[config.mk]
export PLATFORM = sky130hd
export DESIGN_NAME = noise_level_meter
export DESIGN_NICKNAME = d
export VERILOG_FILES = /design/src/rtl/noise_meter_pkg.sv /design/src/rtl/noise_level_meter_peak_window.sv /design/src/rtl/noise_level_meter.sv
export SDC_FILE = /design/constraint.sdc
export NUM_CORES = 1
export LEC_CHECK = 0
export CAP_MARGIN = 25
export CORE_MARGIN = 2
export CORE_UTILIZATION = 55
export DETAILED_ROUTE_END_ITERATION = 6
export PLACE_DENSITY = 0.77
export SLEW_MARGIN = 20
export SYNTH_ARGS = -nofsm -noshare
export SYNTH_HDL_FRONTEND = slang
export SYNTH_SLANG_ARGS = --single-unit
[constraint.sdc]
create_clock -name clk -period 4.39 [get_ports clk]
set_input_delay 0.439 -clock clk [delete_from_list [all_inputs] [get_ports clk]]
set_output_delay 0.439 -clock clk [all_outputs]
set_load 0.01 [all_outputs]
[src/rtl/noise_meter_pkg.sv]
// Shared types and constants for the noise level meter and its indicator stage.
package noise_meter_pkg;

    localparam int unsigned LEVEL_W = 3;

    typedef logic [LEVEL_W-1:0] level_t;

    localparam level_t MAX_LEVEL = 3'd7;

endpackage : noise_meter_pkg

[src/rtl/noise_level_meter_peak_window.sv]
// Window counter and running peak; flags window close and the closing peak's level.
module noise_level_meter_peak_window
    import noise_meter_pkg::*;
#(
    parameter int unsigned SAMPLE_W = 8,
    parameter int unsigned WIN_LEN  = 256
) (
    input  logic                clk,
    input  logic                rst_n,
    input  logic                clr,
    input  logic                sample_valid,
    input  logic [SAMPLE_W-1:0] sample,
    output logic                close_c,
    output level_t              cand_c
);

    localparam int unsigned CNT_W = $clog2(WIN_LEN);

    logic [CNT_W-1:0]    win_cnt;
    logic [SAMPLE_W-1:0] peak;
    logic [SAMPLE_W-1:0] pk_c;
    logic                last_c;

    // Running max including the current sample, and the close condition.
    always_comb begin
        pk_c    = (sample > peak) ? sample : peak;
        last_c  = (win_cnt == CNT_W'(WIN_LEN - 1));
        close_c = sample_valid && !clr && last_c;
        cand_c  = pk_c[SAMPLE_W-1 -: LEVEL_W];
    end

    // Window counter and peak; both restart after the closing sample.
    always_ff @(posedge clk) begin
        if (!rst_n || clr) begin
            win_cnt <= '0;
            peak    <= '0;
        end else if (sample_valid) begin
            if (last_c) begin
                win_cnt <= '0;
                peak    <= '0;
            end else begin
                win_cnt <= win_cnt + CNT_W'(1);
                peak    <= pk_c;
            end
        end
    end

endmodule : noise_level_meter_peak_window

[src/rtl/noise_level_meter.sv]
// Windowed peak meter with fast-attack / slow-decay 3-bit level output.
module noise_level_meter
    import noise_meter_pkg::*;
#(
    parameter int unsigned SAMPLE_W  = 8,
    parameter int unsigned WIN_LEN   = 256,
    parameter int unsigned DECAY_WIN = 4
) (
    input  logic                clk,
    input  logic                rst_n,
    input  logic                sample_valid,
    input  logic [SAMPLE_W-1:0] sample,
    input  logic                level_clr,
    output level_t              s,
    output logic                s_update,
    output logic                win_done
);

    // Width must stay at least 1 even when a single lower window decays.
    localparam int unsigned DECAY_W = (DECAY_WIN > 1) ? $clog2(DECAY_WIN) : 1;

    logic               close_c;
    level_t             cand_c;
    level_t             s_nxt;
    logic [DECAY_W-1:0] decay_cnt;
    logic [DECAY_W-1:0] decay_nxt;

    noise_level_meter_peak_window #(
        .SAMPLE_W (SAMPLE_W),
        .WIN_LEN  (WIN_LEN)
    ) u_peak_window (
        .clk          (clk),
        .rst_n        (rst_n),
        .clr          (level_clr),
        .sample_valid (sample_valid),
        .sample       (sample),
        .close_c      (close_c),
        .cand_c       (cand_c)
    );

    // Hysteresis: jump up at once, step down one level after DECAY_WIN lower windows.
    always_comb begin
        s_nxt     = s;
        decay_nxt = decay_cnt;
        if (close_c) begin
            if (cand_c > s) begin
                s_nxt     = cand_c;
                decay_nxt = '0;
            end else if (cand_c == s) begin
                decay_nxt = '0;
            end else if (decay_cnt == DECAY_W'(DECAY_WIN - 1)) begin
                s_nxt     = s - LEVEL_W'(1);
                decay_nxt = '0;
            end else begin
                decay_nxt = decay_cnt + DECAY_W'(1);
            end
        end
    end

    // Output and decay registers; clear wins over any sample in the same cycle.
    always_ff @(posedge clk) begin
        if (!rst_n || level_clr) begin
            s         <= '0;
            decay_cnt <= '0;
            s_update  <= 1'b0;
            win_done  <= 1'b0;
        end else begin
            s         <= s_nxt;
            decay_cnt <= decay_nxt;
            s_update  <= close_c && (s_nxt != s);
            win_done  <= close_c;
        end
    end

endmodule : noise_level_meter

# Yosys cells after proc, flatten, opt, wreduce, memory -nomap -nowiden

Cells that the tools add are included.

$add $sub $neg: 3
Equal/unequal tests: 4
Muxes and demuxes: 10
Order comparisons: 2
Reduce and logical (&&, ||, !) cells: 8

Operators with widths:

| cell                                                                | number |
|---|---|
| 8-bit 2-to-1 mux                                                    | 3 |
| 3-bit 2-to-1 mux                                                    | 4 |
| 8-bit by 1-bit adder with 8-bit output (second input constant)      | 1 |
| 8-bit == test (second input constant)                               | 1 |
| 8-bit > comparator                                                  | 1 |
| 2-bit 2-to-1 mux                                                    | 3 |
| 3-bit == test                                                       | 1 |
| 3-bit > comparator                                                  | 1 |
| 1-bit logical AND                                                   | 3 |
| 3-bit != test                                                       | 1 |
| 3-bit by 1-bit subtractor with 3-bit output (second input constant) | 1 |
| 2-bit by 1-bit adder with 2-bit output (second input constant)      | 1 |
| 2-bit == test (second input constant)                               | 1 |
| 1-bit zero test                                                     | 2 |
| 2-bit AND reduction                                                 | 1 |
| 2-bit nonzero test                                                  | 1 |
| 1-bit logical OR                                                    | 1 |

Flip-flop bits (word level): 23
Word-level logic and storage cells: 34

# Logic depth before layout (Yosys ltp)

Depth after elaboration: 8
Mapped depth: 15
Depth with buffers taken out: 14

# By module

A second synthesis with hierarchy kept.

Cell total of the unflattened synthesis: 176
Area total of the unflattened synthesis: 1447.6 um^2

By module, submodules not included:

| module                        | area an instance (um^2) | cells each | instances |
|---|---|---|---|
| noise_level_meter_peak_window | 945.9                   | 115        | 1 |
| noise_level_meter             | 501.7                   | 61         | 1 |

# Least setup slack after synthesis

No wires, ideal clock.

Path type: input to register
Start: in sample[5]
End: reg s[2]
Data arrival time: 3170 ps
Path buffers: 1
Stages on the path: 14
Slack: 1150 ps
Cell sequence: ha_1 -> a211o_1 -> a21bo_2 -> nand2_1 -> o311a_1 -> inv_1 -> ha_1 -> a21o_1 -> a21o_1 -> buf_6 -> nor3_1 -> a21oi_1 -> or4_1 -> a21oi_1

Word-level cells in the longest chain between the ends: 6
Elaborated cells between the ends (all ways): 7

RTL lines:

| element                                                    | RTL line                            | text |
|---|---|---|
| from (decl)                                                | noise_level_meter.sv:12             | `input logic [SAMPLE_W-1:0] sample,` |
| 8-bit > comparator                                         | noise_level_meter_peak_window.sv:26 | `pk_c = (sample > peak) ? sample : peak;` |
| 8-bit 2-to-1 mux *                                         | noise_level_meter_peak_window.sv:26 |  |
| branches (longest 2 deep; another with 3-bit > comparator) | --                                  |  |
| 3-bit 2-to-1 mux *                                         | noise_level_meter.sv:46             | `if (cand_c > s) begin` |
| 3-bit 2-to-1 mux *                                         | noise_level_meter.sv:45             | `if (close_c) begin` |
| to (signal assigned)                                       | noise_level_meter.sv:68             | `s <= s_nxt;` |
| to (decl)                                                  | noise_level_meter.sv:14             | `output level_t s,` |

Mark *: on every way between the ends. The select of a mux whose other input is x is not followed.
A chain may end at the register's enable or synchronous reset.

# Final worst setup path

Same ends and word-level chain as after synthesis.

==> results.cfg <==
[run_status]
status = complete, no violations

[final_layout]
insertedDiodeCount = 0
layout-drive-gt1-share = 0.08247
area_growth_pct = 13.03
multiInputGateArea_um2 = 954.7
register_area_um2 = 460.4
n_fill_cell = 222
nets = 220

[cts]
cts_buffers = 3
clk_pin_slew_ns = 0.14
clock_latency_ns = 0.31
htreeDepth = 1
post_cts_buffers = 0
cts_buffer_depth = 2
postCtsHoldBufs = 0
clock-sinks = 23
cts_root_buf = clkbuf_4
cts_resized = 0
cts_tree = yes

[floorplan]
fp.coreArea_mm2 = 0.002522
ioPinCount = 17
dieWidth_um = 56.19
die_h_um = 56.19
die_area_mm2 = 0.003157
start_util = 0.5937
rows = 18

[logic_synthesis]
syn_nets = 202
netlist-cell-type-count = 47
ys_seq_area_frac = 0.3074
ys_top_cells_by_area = dfxtp_1, ha_1, a21oi_1
yosysMostFrequentCell = dfxtp_1
yosysWarnings = 0
synth_top_area_frac = 0.3074
ys.flop_type = dfxtp_1
synth-edff-count = 0
syn_area_mm2 = 0.001498
ys_seq_elements = 23
async_reset_ff_frac = 0
synth_area_leader_cell = dfxtp_1
syn_inst = 177
avgSynthCellArea_um2 = 8.462
synthTopCellsByCount = dfxtp_1, nor2_1, a21oi_1

[setup_path]
critical_path_arrival_ns = 3.89
endpoint_kind = flop
reg2reg_from = u_peak_window.peak[5]
critPathLaunch = sample[5]
r2r_slack_ns = 0.91
cp.required_ns = 4.64
cp_max_fo = 9
critPathLaunchType = input pin
critPathKind = in2reg

[timing]
grt_setup_unrepaired = false
slew-limit-headroom = 0.6314
finalSetupViolCount = 0
hold_viol = 0
fin_crit_ns = 3.641
fin_crit_sh = 0.8293
setup_tns_ns = 0
layout_setup_ws_ns = 0.7494
fin_skew_ns = 0.004494
drv_slew = 0
tightest_slew_ns = 0.5487
timing.fmax_ghz = 0.2747

[place]
preCtsSetupSlack_ns = 0.4705
place.gp.congestion = 0.8744
portBuffers = 16
hpwl_um = 2391

[hold_path]
hp-start = decay_cnt[1]
hold_path_class = reg2reg

[global_route]
overflow = 0
grt_start_max_net_pins = 16
grt_pass1_vias = 1244
grt_use_total = 0.2030
grt_pass1_wl_um = 5271
antenna_found_initial = 0

[run]
maxCapViolations = 0

[routing]
drc = 0
avgRoutedWirePerCell_um = 13.91
vias_per_cell = 6.125
via_count = 1372
drt-initial-drc-count = 41
drt_first_pass_iters = 4
route.final.wire_length_um = 3116
drtAntennaViolNets = 0

[power_and_ir_drop]
worst_ir_drop_vdd_mv = 0.2212
p_leak_nw = 0.6294
power_density_mw_per_mm2 = 241.8
-- flip-flops by register name, summed over array words and instances, names as in the netlist --
| signal | flops |
|---|---|
| s_update | 1 |
| u_peak_window.peak | 8 |
| s | 3 |
| u_peak_window.win_cnt | 8 |
| win_done | 1 |
| decay_cnt | 2 |
-- report_power, final --
group / internal (W) / leakage (nW) / total, W / switching, W
logic: 0.0000410 / 0.426 / 0.0000941 / 0.0000531
registers: 0.000212 / 0.186 / 0.000214 / 0.00000216
clock network: 0.0000340 / 0.0177 / 0.000101 / 0.0000673
total: 0.000287 / 0.629 / 0.000409 / 0.000123
-- critical path, stage by stage --
cell	delay [ns]
clkdlybuf4s50_1	0.49
ha_1	0.36
a211o_1	0.33
a21bo_2	0.22
nand2_1	0.14
o311a_1	0.24
inv_1	0.07
ha_1	0.34
a21o_1	0.18
a21o_1	0.27
nor3_1	0.20
a21oi_1	0.05
or4_1	0.40
a21oi_1	0.16
-- through the flow --
step / instance area [um2] / utilization / instances / hold WS (ns) / total power, W
3_3_place_gp: 1665 / 0.6602 / 220 / 0.4461 / 0.0003075
6_report: 1693 / 0.6711 / 224 / 0.4763 / 0.0004093
5_1_grt: 1693 / 0.6711 / 224 / 0.4837 / 0.0004297
4_1_cts: 1693 / 0.6711 / 224 / 0.4747 / 0.0004101
2_1_floorplan: 1498 / - / 177 / 0.4356 / 0.0002899
3_5_place_dp: 1665 / 0.6602 / 220 / 0.4568 / 0.0003109
-- area by class of cell --
cell class,count,share of cell area
Clock buffer,3,0.01330
Inverter,14,0.03104
Clock inverter,1,0.002956
Timing Repair Buffer,16,0.09461
Tap cell,30,0.02217
Multi-Input combinational cell,137,0.5639
Sequential cell,23,0.2720
-- cells by family (layout without fill, tap and decap cells) --
group	Yosys count	count (layout)	share of synthesized area
AOI/OAI and AO/OA	47	47	0.2264
xor gates and xnor gates	8	8	0.04679
adders and majority gates	13	13	0.1086
buffers and inverters	17	34	0.05513
DFF	23	23	0.3074
and+or+nand+nor	69	69	0.2557
-- per-layer routing --
layer	routed length (um)	vias up	GRT usage	part of all wire
met4	29	0	0.06122	0.0093
met3	97	2	0.03023	0.031
met1	1518	659	0.2727	0.49
li1	-	688	-	-
met2	1471	23	0.3345	0.47
met5	0	-	0	0
-- worst paths after layout --
path                       end  cells after the start
setup / recovery          s[2]                     14
hold / removal    decay_cnt[1]                      2
setup reg to reg          s[2]                     14
hold reg to reg   decay_cnt[1]                      2
-- layout by cell type, fill, tap and decap left out, types with 2 or more instances in the layout --
cell | synthesis | layout
a21oi_1 | 17 | 17
dfxtp_1 | 23 | 23
clkdlybuf4s50_1 | 0 | 16
nor3_1 | 5 | 5
a22oi_1 | 3 | 3
a31oi_1 | 3 | 3
ha_1 | 13 | 13
xor2_1 | 6 | 6
nand2b_1 | 3 | 3
xnor2_1 | 2 | 2
a22o_1 | 5 | 5
nand3_1 | 7 | 7
clkbuf_4 | 0 | 3
a21o_1 | 4 | 4
nor2_1 | 20 | 20
nor4_1 | 2 | 2
o21ai_0 | 2 | 2
inv_1 | 14 | 14
nand4_1 | 6 | 6
and3_4 | 2 | 2
nand2_1 | 11 | 11
and4_1 | 2 | 2
(Power assumes the default switching activity.)
